==> src/rtl/cache_control.sv <==
// Sequencing FSM for the set-associative cache datapath: hit/miss handling,
// dirty-victim writeback, line fill and re-read, plus saturating event counters.
module cache_control #(
    parameter int CNT_W = 32
) (
    input  logic             clk,
    input  logic             rst,
    input  logic             mem_read,
    input  logic             mem_write,
    output logic             mem_resp,
    output logic             pmem_read,
    output logic             pmem_write,
    input  logic             pmem_resp,
    input  logic             SIGHIT,
    input  logic             SIGDIRTY,
    output logic             LD_VALID,
    output logic             LD_DIRTY,
    output logic             LD_TAG,
    output logic             LD_DATA,
    output logic             LD_PLRU,
    output logic             DIRTYVAL,
    output logic             DIRTYWMUX,
    output logic             DATAWMUX,
    output logic             DATAMUX,
    output logic             PMADMUX,
    input  logic             clr_counters,
    output logic [CNT_W-1:0] hit_count,
    output logic [CNT_W-1:0] miss_count,
    output logic [CNT_W-1:0] wb_count
);

    typedef enum logic [2:0] {
        IDLE      = 3'd0,
        COMPARE   = 3'd1,
        WRITEBACK = 3'd2,
        ALLOCATE  = 3'd3,
        REFILL    = 3'd4
    } state_e;

    state_e           state_q, state_d;
    logic [CNT_W-1:0] hit_q, hit_d, miss_q, miss_d, wb_q, wb_d;
    logic             req_s, hit_ev_s, miss_ev_s, wb_ev_s;

    // Clear wins over increment; increment stops at all-ones.
    function automatic logic [CNT_W-1:0] cnt_next(input logic [CNT_W-1:0] cur,
                                                  input logic inc, input logic clr);
        if (clr)
            return '0;
        else if (inc && (cur != '1))
            return cur + CNT_W'(1);
        else
            return cur;
    endfunction

    assign req_s = mem_read | mem_write;

    // Next state, datapath controls and counter events.
    always_comb begin
        state_d   = state_q;
        mem_resp  = 1'b0;
        pmem_read = 1'b0;
        pmem_write = 1'b0;
        LD_VALID  = 1'b0;
        LD_DIRTY  = 1'b0;
        LD_TAG    = 1'b0;
        LD_DATA   = 1'b0;
        LD_PLRU   = 1'b0;
        DIRTYVAL  = 1'b0;
        DIRTYWMUX = 1'b0;
        DATAWMUX  = 1'b0;
        DATAMUX   = 1'b0;
        PMADMUX   = 1'b0;
        hit_ev_s  = 1'b0;
        miss_ev_s = 1'b0;
        wb_ev_s   = 1'b0;
        case (state_q)
            IDLE: begin
                if (req_s) state_d = COMPARE;
                else       state_d = IDLE;
            end
            COMPARE: begin
                if (!req_s) begin
                    state_d = IDLE;
                end else if (SIGHIT) begin
                    mem_resp = 1'b1;
                    LD_PLRU  = 1'b1;
                    hit_ev_s = 1'b1;
                    // A simultaneous read+write is a write: merge CPU data into the hit way.
                    if (mem_write) begin
                        LD_DATA  = 1'b1;
                        LD_DIRTY = 1'b1;
                        DIRTYVAL = 1'b1;
                    end else begin
                        LD_DATA  = 1'b0;
                    end
                    state_d = IDLE;
                end else begin
                    miss_ev_s = 1'b1;
                    if (SIGDIRTY) state_d = WRITEBACK;
                    else          state_d = ALLOCATE;
                end
            end
            WRITEBACK: begin
                pmem_write = 1'b1;
                PMADMUX    = 1'b1;
                if (pmem_resp) begin
                    LD_DIRTY  = 1'b1;
                    DIRTYWMUX = 1'b1;
                    wb_ev_s   = 1'b1;
                    state_d   = ALLOCATE;
                end else begin
                    state_d   = WRITEBACK;
                end
            end
            ALLOCATE: begin
                pmem_read = 1'b1;
                if (pmem_resp) begin
                    LD_DATA   = 1'b1;
                    DATAMUX   = 1'b1;
                    DATAWMUX  = 1'b1;
                    LD_TAG    = 1'b1;
                    LD_VALID  = 1'b1;
                    LD_DIRTY  = 1'b1;
                    DIRTYWMUX = 1'b1;
                    state_d   = REFILL;
                end else begin
                    state_d   = ALLOCATE;
                end
            end
            REFILL: begin
                if (req_s) state_d = COMPARE;
                else       state_d = IDLE;
            end
            default: begin
                state_d = IDLE;
            end
        endcase
        hit_d  = cnt_next(hit_q, hit_ev_s, clr_counters);
        miss_d = cnt_next(miss_q, miss_ev_s, clr_counters);
        wb_d   = cnt_next(wb_q, wb_ev_s, clr_counters);
    end

    // State and counter registers.
    always_ff @(posedge clk or posedge rst) begin
        if (rst) begin
            state_q <= IDLE;
            hit_q   <= '0;
            miss_q  <= '0;
            wb_q    <= '0;
        end else begin
            state_q <= state_d;
            hit_q   <= hit_d;
            miss_q  <= miss_d;
            wb_q    <= wb_d;
        end
    end

    assign hit_count  = hit_q;
    assign miss_count = miss_q;
    assign wb_count   = wb_q;

endmodule

==> config.mk <==
export PLATFORM = sky130hd
export DESIGN_NAME = cache_control
export DESIGN_NICKNAME = d
export VERILOG_FILES = /design/src/rtl/cache_control.sv
export SDC_FILE = /design/constraint.sdc
export NUM_CORES = 1
export LEC_CHECK = 0
export BUFFER_PORTS_ARGS = -buffer_cell sky130_fd_sc_hd__buf_2
export CAP_MARGIN = 40
export CORE_AREA = 2 2 112 114
export CTS_BUF_LIST = sky130_fd_sc_hd__clkbuf_8
export DETAILED_ROUTE_END_ITERATION = 7
export DIE_AREA = 0 0 114 116
export PLACE_DENSITY = 0.74
export SYNTH_ARGS = -nofsm -noshare
export SYNTH_HDL_FRONTEND = slang
export SYNTH_SLANG_ARGS = --single-unit
==> constraint.sdc <==
create_clock -name clk -period 4.1 [get_ports clk]
set_input_delay 0.41 -clock clk [delete_from_list [all_inputs] [get_ports clk]]
set_output_delay 0.41 -clock clk [all_outputs]
set_load 0.02 [all_outputs]
==> impl_metrics.ini, run 1 <==
[layout]
fillerInstances = 1103
antennaDiodeCount = 0
fin_cells = 891
register_area_um2 = 2480
design_area_um2 = 6740
drive_gt1_share_pct = 23.4
nets = 752
multi_input_area_um2 = 3140
area_delta_synth_final_pct = 15.3

[grt]
antenna_found_initial = 2
globalRouteMet2Util_pct = 40.4
grt_most_used_layer = met2
grt_util_met1_pct = 31.2
grt_use_total_pct = 24.2
grt_start_max_net_pins = 60
grt_pass1_wl_um = 26000
use_met3_pct = 5.13
grt_pass1_vias = 5340
overflow = 0

[min_path]
min_path_type = primary input to flop
min_path_cells = 2
worstHoldStart = SIGDIRTY
worstHoldEndpoint = state_q[0]

[setup_path]
worst_path_largest_cell_delay_ns = 0.62
ff2ff_setup_slack_ns = 1.42
crit_family = simple AND/OR/NAND/NOR gates
r2r-end = hit_count[29]
required_ns = 4.40
crit_arrival_ns = 2.99
crit_path_end_kind = flop
worstReg2RegStart = state_q[2]
critical_path_class = flop to flop
crit_chain = nand4bb_1, nor4_4, nand4_1, or4_1, a21oi_1
crit_buf_inv = 0
crit_slowest_cell = or4_1
start_kind = flop
reg2reg_depth = 5
path_max_fanout = 14

[synth]
synth_area_um2 = 5850
yosysMostFrequentCell = dfrtp_1
synth_adder_area_share_pct = 0.642
yosysTopAreaCell = dfrtp_1
avgSynthCellArea_um2 = 9.08
synth-simple-area-share_pct = 30.8
yosysUniqueCellTypes = 54
ys_top_cells_by_count = 99 x dfrtp_1, 51 x nor2_1, 46 x a21oi_1
yosysSeqAreaShare_pct = 42.3
synth_top_cells_by_area = dfrtp_1 42%, a21oi_1 3.9%, nor2_1 3.3%, nand3_1 3.3%, nand4_1 3.0%
synth_edf_count = 0
synth_top_area_share_pct = 42.3
ys_async_sr_fraction_pct = 100
ys_ff_latch = 99
yosys-mux-area-fraction_pct = 3.21
ys.flop_type = dfrtp_1
syn_inst = 644
ys_warn_count = 0
synth_nets = 655
synth_compound_area_share_pct = 15.9
yosys.area_share.xor_xnor_pct = 2.99
synth_top_family_by_area = simple AND/OR/NAND/NOR gates

[cts]
cts_tree = yes
clock_sinks = 99
clk_pin_slew_ns = 0.10
clk_latency_ns = 0.37
cts.path.max_buffers = 2
cts_root_buf = clkbuf_8
cts_buffers = 9
cts.htree.levels = 3
cts_resized = 0
cts_setup_buffers = 0

[placement]
place_area_um2 = 6530
place.gp.congestion = 0.897
portBuffers = 116
hpwlAfterDp_um = 11000
dp.cells = 876

[routing]
drc_errors = 0
drtIter0Drc = 409
routed_wl_um = 15600
wl_per_cell_um = 17.5
first_pass_iters = 5
viasPerCell = 6.28
ant_nets = 0
vias = 5599

[floorplanning]
dieArea_um2 = 13200
ioPinCount = 117
rows = 40
start_util_pct = 49.1
die_h_um = 116
core_area_um2 = 11900
die_w_um = 114

[pwr]
leakagePower_nw = 2.92
p_total_mw = 1.99
ir_worst_vdd_mv = 0.154
power_density_nw_per_um2 = 295

[sta]
rsz0062_at_grt = no
finalCriticalPeriod_ns = 2.68
fmaxAchievable_mhz = 373
slew_viol_final = 0
tns_ns = 0
tightest_slew_ns = 0.840
fin_skew_ns = 0.0145
timing.final.crit_share_pct = 65.5
setup_violations = 0
slew_headroom_pct = 44.0
hold_viol_final = 0

[outcome]
outcome = finished, final reports clean

[job]
cap_violations = 0
## flip-flops by register name (all words and copies together) (netlist names)
register / cells
state_q: 3
wb_count: 32
hit_count: 32
miss_count: 32
## worst max path at each step
stage                     from       endpoint  slack [ns]  depth (start not counted)
floorplan                  rst   hit_count[0]        1.10                          1
global placement    state_q[2]  hit_count[27]        1.53                          5
detailed placement  state_q[2]  hit_count[29]        1.39                          5
CTS                 state_q[2]  hit_count[29]        1.38                          5
global route        state_q[0]  hit_count[29]        1.14                          5
finish              state_q[2]  hit_count[29]        1.42                          5
## per-stage QoR
step                      hold WS (ns)  setup slack (ns)  utilization [%]
final                            0.257              1.42             56.6
after global routing             0.250              1.14             56.6
after CTS                        0.245              1.38             56.6
after detailed placement         0.374              1.39             54.9
after global placement           0.521              1.53             54.5
after floorplan                  0.544              1.10                -
## cell families after synthesis
logic type,count (synthesis)
AND/OR/NAND/NOR,307
AO/OA/AOI/OAI,141
flip-flops,99
buffers and inverters,57
XOR/XNOR,20
multiplexers,17
adder cells (fa/ha/maj),3
## cell type report
class / instances / share of cell area (%)
clock buffer: 12 / 2.45
inverter: 17 / 0.983
clock inverter: 2 / 0.519
timing repair buffer: 126 / 10.1
multi-input combinational: 488 / 46.5
tap: 147 / 2.73
sequential: 99 / 36.7
## layout by cell type, fill, tap and decap left out, types with 5 or more instances in the layout
cell and n:
a2111oi_0 6, a211oi_1 5, a21oi_1 46, and3_1 13, and4_1 13, buf_2 117, buf_4 6, clkbuf_8 12
dfrtp_1 99, inv_1 16, mux2_2 14, nand2_1 37, nand3_1 38, nand4_1 28, nor2_1 51, nor2b_1 13
nor3_1 12, nor4_1 14, nor4b_1 5, o21ai_0 26, o311ai_0 9, o31ai_1 19, o41ai_1 8, or2_2 12
or3_1 28, or4_1 20, xnor2_1 13, xor2_1 7
## power breakdown
| group | leakage [nW] | internal, mW | switching, mW |
|---|---|---|---|
| registers | 1.38 | 0.994 | 0.0316 |
| clock network | 0.104 | 0.325 | 0.340 |
| logic | 1.44 | 0.0963 | 0.202 |
| total | 2.92 | 1.42 | 0.573 |
## metal layers
layer	up-vias	wire, µm
met3	25	830
met1	2762	6800
met2	168	7650
li1	2642	-
met5	-	13
met4	2	308
## what timing repair did
action | 4_1_cts | 5_1_grt
hold endpoints to repair | 17 | 0
endpoints found under the setup margin | 0 | 0
hold buffers | 1 | 0
Power figures use the tool's default switching activity.
==> run 2, diff against run 1 <==
==> constraint.sdc (replaced) <==
create_clock -name clk -period 2.65 [get_ports clk]
set_input_delay 0.265 -clock clk [delete_from_list [all_inputs] [get_ports clk]]
set_output_delay 0.265 -clock clk [all_outputs]
set_load 0.02 [all_outputs]
==> impl_metrics.ini, run 2 (synthesis results as in run 1) <==
[sta]
rsz0062_at_grt = no
tightest_slew_ns = 0.707
slew_headroom_pct = 51.7
timing.final.crit_share_pct = 90.5
fin_skew_ns = 0.00704
fmaxAchievable_mhz = 417
finalCriticalPeriod_ns = 2.40
slew_viol_final = 0
setup_violations = 0
hold_viol_final = 0
tns_ns = 0

[cts]
clk_latency_ns = 0.38
cts_resized = 0
clock_sinks = 99
ctsHoldBuffers = 1
cts.path.max_buffers = 2
cts_root_buf = clkbuf_8
cts_buffers = 9
cts.htree.levels = 3
cts_tree = yes
clk_pin_slew_ns = 0.10
cts_setup_buffers = 0

[routing]
drtIter0Drc = 458
viasPerCell = 6.14
first_pass_iters = 5
wl_per_cell_um = 16.8
ant_nets = 0
drc_errors = 0
vias = 5574
routed_wl_um = 15300

[setup_path]
crit_chain = nand4bb_1, or3_1, a2111oi_0, xnor2_1, nor2_1
path_max_fanout = 12
crit_path_end_kind = flop
crit_slowest_cell = or3_1
crit_arrival_ns = 2.66
required_ns = 2.91
start_kind = flop
critical_path_class = flop to flop
worst_path_largest_cell_delay_ns = 0.62

[pwr]
leakagePower_nw = 2.99
p_sw_share_pct = 29.9
pwr-share-comb_pct = 16.6
p_int_mw = 2.15
switching_power_uw = 916
pwr-share-seq_pct = 51.4
ir_worst_vdd_mv = 0.215
pwr-share-clk_pct = 32.0
power_density_nw_per_um2 = 448

[layout]
most-common-layout-cells = 116 x buf_2, 99 x dfrtp_1, 51 x nor2_1, 46 x a21oi_1, 38 x nand3_1
drive_gt1_share_pct = 24.8
antennaDiodeCount = 0
final_common_cell = buf_2
nets = 767
fin_cells = 908
area_delta_synth_final_pct = 16.7

[placement]
dp.cells = 891
hpwlAfterDp_um = 11000
place.gp.congestion = 0.886
portBuffers = 116

[grt]
grt_use_total_pct = 23.0
antenna_found_initial = 1
grt_start_max_net_pins = 47
grt_pass1_vias = 5188
grt_pass1_wl_um = 24600
overflow = 0

[floorplanning]
die_w_um = 114
die_h_um = 116
start_util_pct = 49.1
ioPinCount = 117
core_area_um2 = 11900
rows = 40
dieArea_um2 = 13200

[min_path]
min_path_type = primary input to flop

[job]
cap_violations = 0

[outcome]
outcome = finished, final reports clean
run 2: cell count changes in the layout (fill, tap and decap cells not counted):
| cell | before | now |
|---|---|---|
| buf_2 | 117 | 116 |
| bufinv_16 | 1 | 0 |
| buf_4 | 6 | 24 |
| inv_4 | 1 | 0 |
| buf_16 | 1 | 0 |
| clkdlybuf4s18_2 | 1 | 0 |
| inv_1 | 16 | 18 |
| clkbuf_8 | 12 | 13 |
| clkinvlp_4 | 0 | 1 |
run 2: routing by layer:
| metal | share of wire, % | up-vias | track usage, % |
|---|---|---|---|
| met5 | 0.085 | - | 0 |
| met4 | 2.2 | 2 | 9.76 |
| met1 | 43 | 2716 | 29.8 |
| met3 | 4.7 | 32 | 3.97 |
| met2 | 50 | 156 | 38.4 |
| li1 | - | 2668 | - |
run 2: path summary, 6_finish.rpt:
check	start	endpoint	slack [ns]	cells after the start
min reg2reg	hit_count[10]	hit_count[10]	0.55	1
min in group asynchronous	rst	miss_count[17]	0.43	3
max	state_q[2]	hit_count[28]	0.25	5
max in group asynchronous	rst	hit_count[4]	1.40	4
max reg2reg	state_q[2]	hit_count[28]	0.25	5
min	SIGDIRTY	state_q[0]	0.14	2
run 2: area by class of cell:
class / instances / area (µm²)
clock inverter: 3 / 12.5
timing repair buffer: 141 / 771
tap: 147 / 184
sequential: 99 / 2480
inverter: 17 / 67.6
clock buffer: 13 / 179
multi-input combinational: 488 / 3140
fill: 1082 / 5080
run 2: power by group through the flow:
| stage | combinational [mW] | clock, mW | sequential (mW) |
|---|---|---|---|
| floorplan | 0.358 | 0 | 1.61 |
| global placement | 0.495 | 0 | 1.60 |
| detailed placement | 0.509 | 0 | 1.60 |
| CTS | 0.512 | 0.994 | 1.57 |
| global route | 0.552 | 1.06 | 1.58 |
| finish | 0.509 | 0.979 | 1.57 |
run 2: critical path: cells and delay by family (launching register included):
| family | cells | cell delay [ns] |
|---|---|---|
| simple gates | 3 | 1.05 |
| compound gates | 1 | 0.56 |
| flops | 1 | 0.47 |
| xor+xnor | 1 | 0.19 |
run 2: per-stage QoR:
| step | setup slack, ns | total power, mW | hold WS, ns | utilization, % | instance area [µm²] |
|---|---|---|---|---|---|
| 6_report | 0.252 | 3.06 | 0.142 | 57.3 | 6830 |
| 5_1_grt | 0.0363 | 3.19 | 0.136 | 57.3 | 6830 |
| 4_1_cts | 0.203 | 3.08 | 0.120 | 57.3 | 6830 |
| 3_5_place_dp | 0.281 | 2.11 | 0.291 | 55.6 | 6630 |
| 3_3_place_gp | 0.390 | 2.10 | 0.280 | 55.6 | 6630 |
| 2_1_floorplan | 0.376 | 1.97 | 0.399 | - | 5850 |
==> run 3, diff against run 2 <==
--- a/config.mk
+++ b/config.mk
@@ -11,7 +11,8 @@
 export CTS_BUF_LIST = sky130_fd_sc_hd__clkbuf_8
 export DETAILED_ROUTE_END_ITERATION = 7
 export DIE_AREA = 0 0 114 116
-export PLACE_DENSITY = 0.74
+export HOLD_SLACK_MARGIN = 0.06
+export PLACE_DENSITY = 0.73
 export SYNTH_ARGS = -nofsm -noshare
 export SYNTH_HDL_FRONTEND = slang
 export SYNTH_SLANG_ARGS = --single-unit
==> impl_metrics.ini, run 3 (synthesis results as in run 1) <==
[grt]
antenna_found_initial = 1
overflow = 0
grt_pass1_wl_um = 25400
grt_start_max_net_pins = 59
grt_pass1_vias = 5196
grt_use_total_pct = 24.0

[routing]
routed_wl_um = 15600
first_pass_iters = 4
viasPerCell = 6.21
wl_met2_um = 7850
wl_per_cell_um = 17.3
met1Wirelength_um = 6840
top_layer = met5
drtIter0Drc = 338
ant_nets = 0
drc_errors = 0
vias = 5617
met3_length_um = 618

[pwr]
ir_worst_vdd_mv = 0.250
leakagePower_nw = 2.98
power_density_nw_per_um2 = 449

[floorplanning]
core_area_um2 = 11900
rows = 40
die_w_um = 114
die_h_um = 116
dieArea_um2 = 13200
start_util_pct = 49.1
ioPinCount = 117

[sta]
timing.final.crit_share_pct = 91.0
timing.hold.ws_ns = 0.118
slew_viol_final = 0
slew_headroom_pct = 49.3
finalCriticalPeriod_ns = 2.41
rsz0062_at_grt = no
tightest_slew_ns = 0.759
hold_viol_final = 0
fmaxAchievable_mhz = 415
tns_ns = 0
fin_skew_ns = 0.00875
setup_violations = 0

[layout]
finish.utilization_pct = 57.4
antennaDiodeCount = 0
most-common-layout-cells = 116 x buf_2, 99 x dfrtp_1, 51 x nor2_1, 46 x a21oi_1, 38 x nand3_1
area_delta_synth_final_pct = 16.9
drive_gt1_share_pct = 24.7
final_common_cell = buf_2
nets = 766
design_area_um2 = 6840

[placement]
place.gp.congestion = 0.856
place_area_um2 = 6650
portBuffers = 116
hpwlAfterDp_um = 11000

[setup_path]
crit_path_end_kind = flop
critical_path_class = flop to flop
path_max_fanout = 9
start_kind = flop
required_ns = 2.92
crit_slowest_cell = nor4_2
worst_path_largest_cell_delay_ns = 0.74
crit_chain = ha_1, nand3_1, nor4_2, a21oi_1, nand3_1, mux2_2
crit_arrival_ns = 2.68
crit_top_cell = nand3_1

[cts]
cts_buffers = 9
clk_pin_slew_ns = 0.09
cts_root_buf = clkbuf_8
cts_tree = yes
clock_sinks = 99
clk_latency_ns = 0.39
cts_setup_buffers = 0
cts.htree.levels = 3
cts.path.max_buffers = 2

[outcome]
outcome = finished, final reports clean

[job]
cap_violations = 0

[min_path]
min_path_type = primary input to flop
run 3: cell types whose count changed in the layout (fill, tap and decap cells not counted), sizes merged:
| cell | change |
|---|---|
| bufinv | +1 |
| buf | -1 |
| clkinv | +1 |
| clkbuf | -3 |
| inv | -1 |
run 3: layout make-up:
type,count,area (µm²)
Multi-Input combinational cell,488,3140
Fill cell,1053,5070
Timing Repair Buffer,140,788
Clock inverter,4,43.8
Sequential cell,99,2480
Inverter,17,67.6
Tap cell,147,184
Clock buffer,10,138
run 3: worst max-delay path: cells and delay by family, from the launching register on:
kind,cells,cell delay (ns)
multiplexers,1,0.33
adder cells (fa/ha/maj),1,0.21
AO/OA/AOI/OAI,1,0.22
flip-flops,1,0.43
AND/OR/NAND/NOR,3,1.11
run 3: path summary, 6_finish.rpt:
kind                       depth (start not counted)  slack [ns]             to          start
hold reg to reg                                    1        0.55  hit_count[10]  hit_count[10]
setup / recovery                                   6        0.24  miss_count[7]  miss_count[0]
min in group asynchronous                          3        0.51  miss_count[3]            rst
setup reg to reg                                   6        0.24  miss_count[7]  miss_count[0]
max in group asynchronous                          4        1.39  hit_count[27]            rst
hold / removal                                     2        0.12     state_q[0]       SIGDIRTY
run 3: power breakdown:
part / total [mW] / switching [mW] / internal, mW
Combinational: 0.508 / 0.339 / 0.169
Sequential: 1.57 / 0.0332 / 1.54
Clock: 0.988 / 0.542 / 0.446
run 3: metal layers:
metal,vias up,global-route usage (%)
met1,2787,30.4
met2,135,41.0
met3,21,4.34
met5,-,0
li1,2672,-
met4,2,9.59
run 3: what timing repair did:
item / in CTS / in global routing
endpoints found under the setup margin: 0 / 0
hold endpoints to repair: 26 / 0
resized for setup: 0 / 0
hold buffers: 1 / 0
run 3: metrics by stage:
step	std cells	total power, mW	setup slack, ns
floorplan	644	1.97	0.376
global placement	890	2.10	0.399
detailed placement	890	2.11	0.297
CTS	905	3.09	0.264
global route	905	3.19	0.0931
finish	905	3.07	0.240
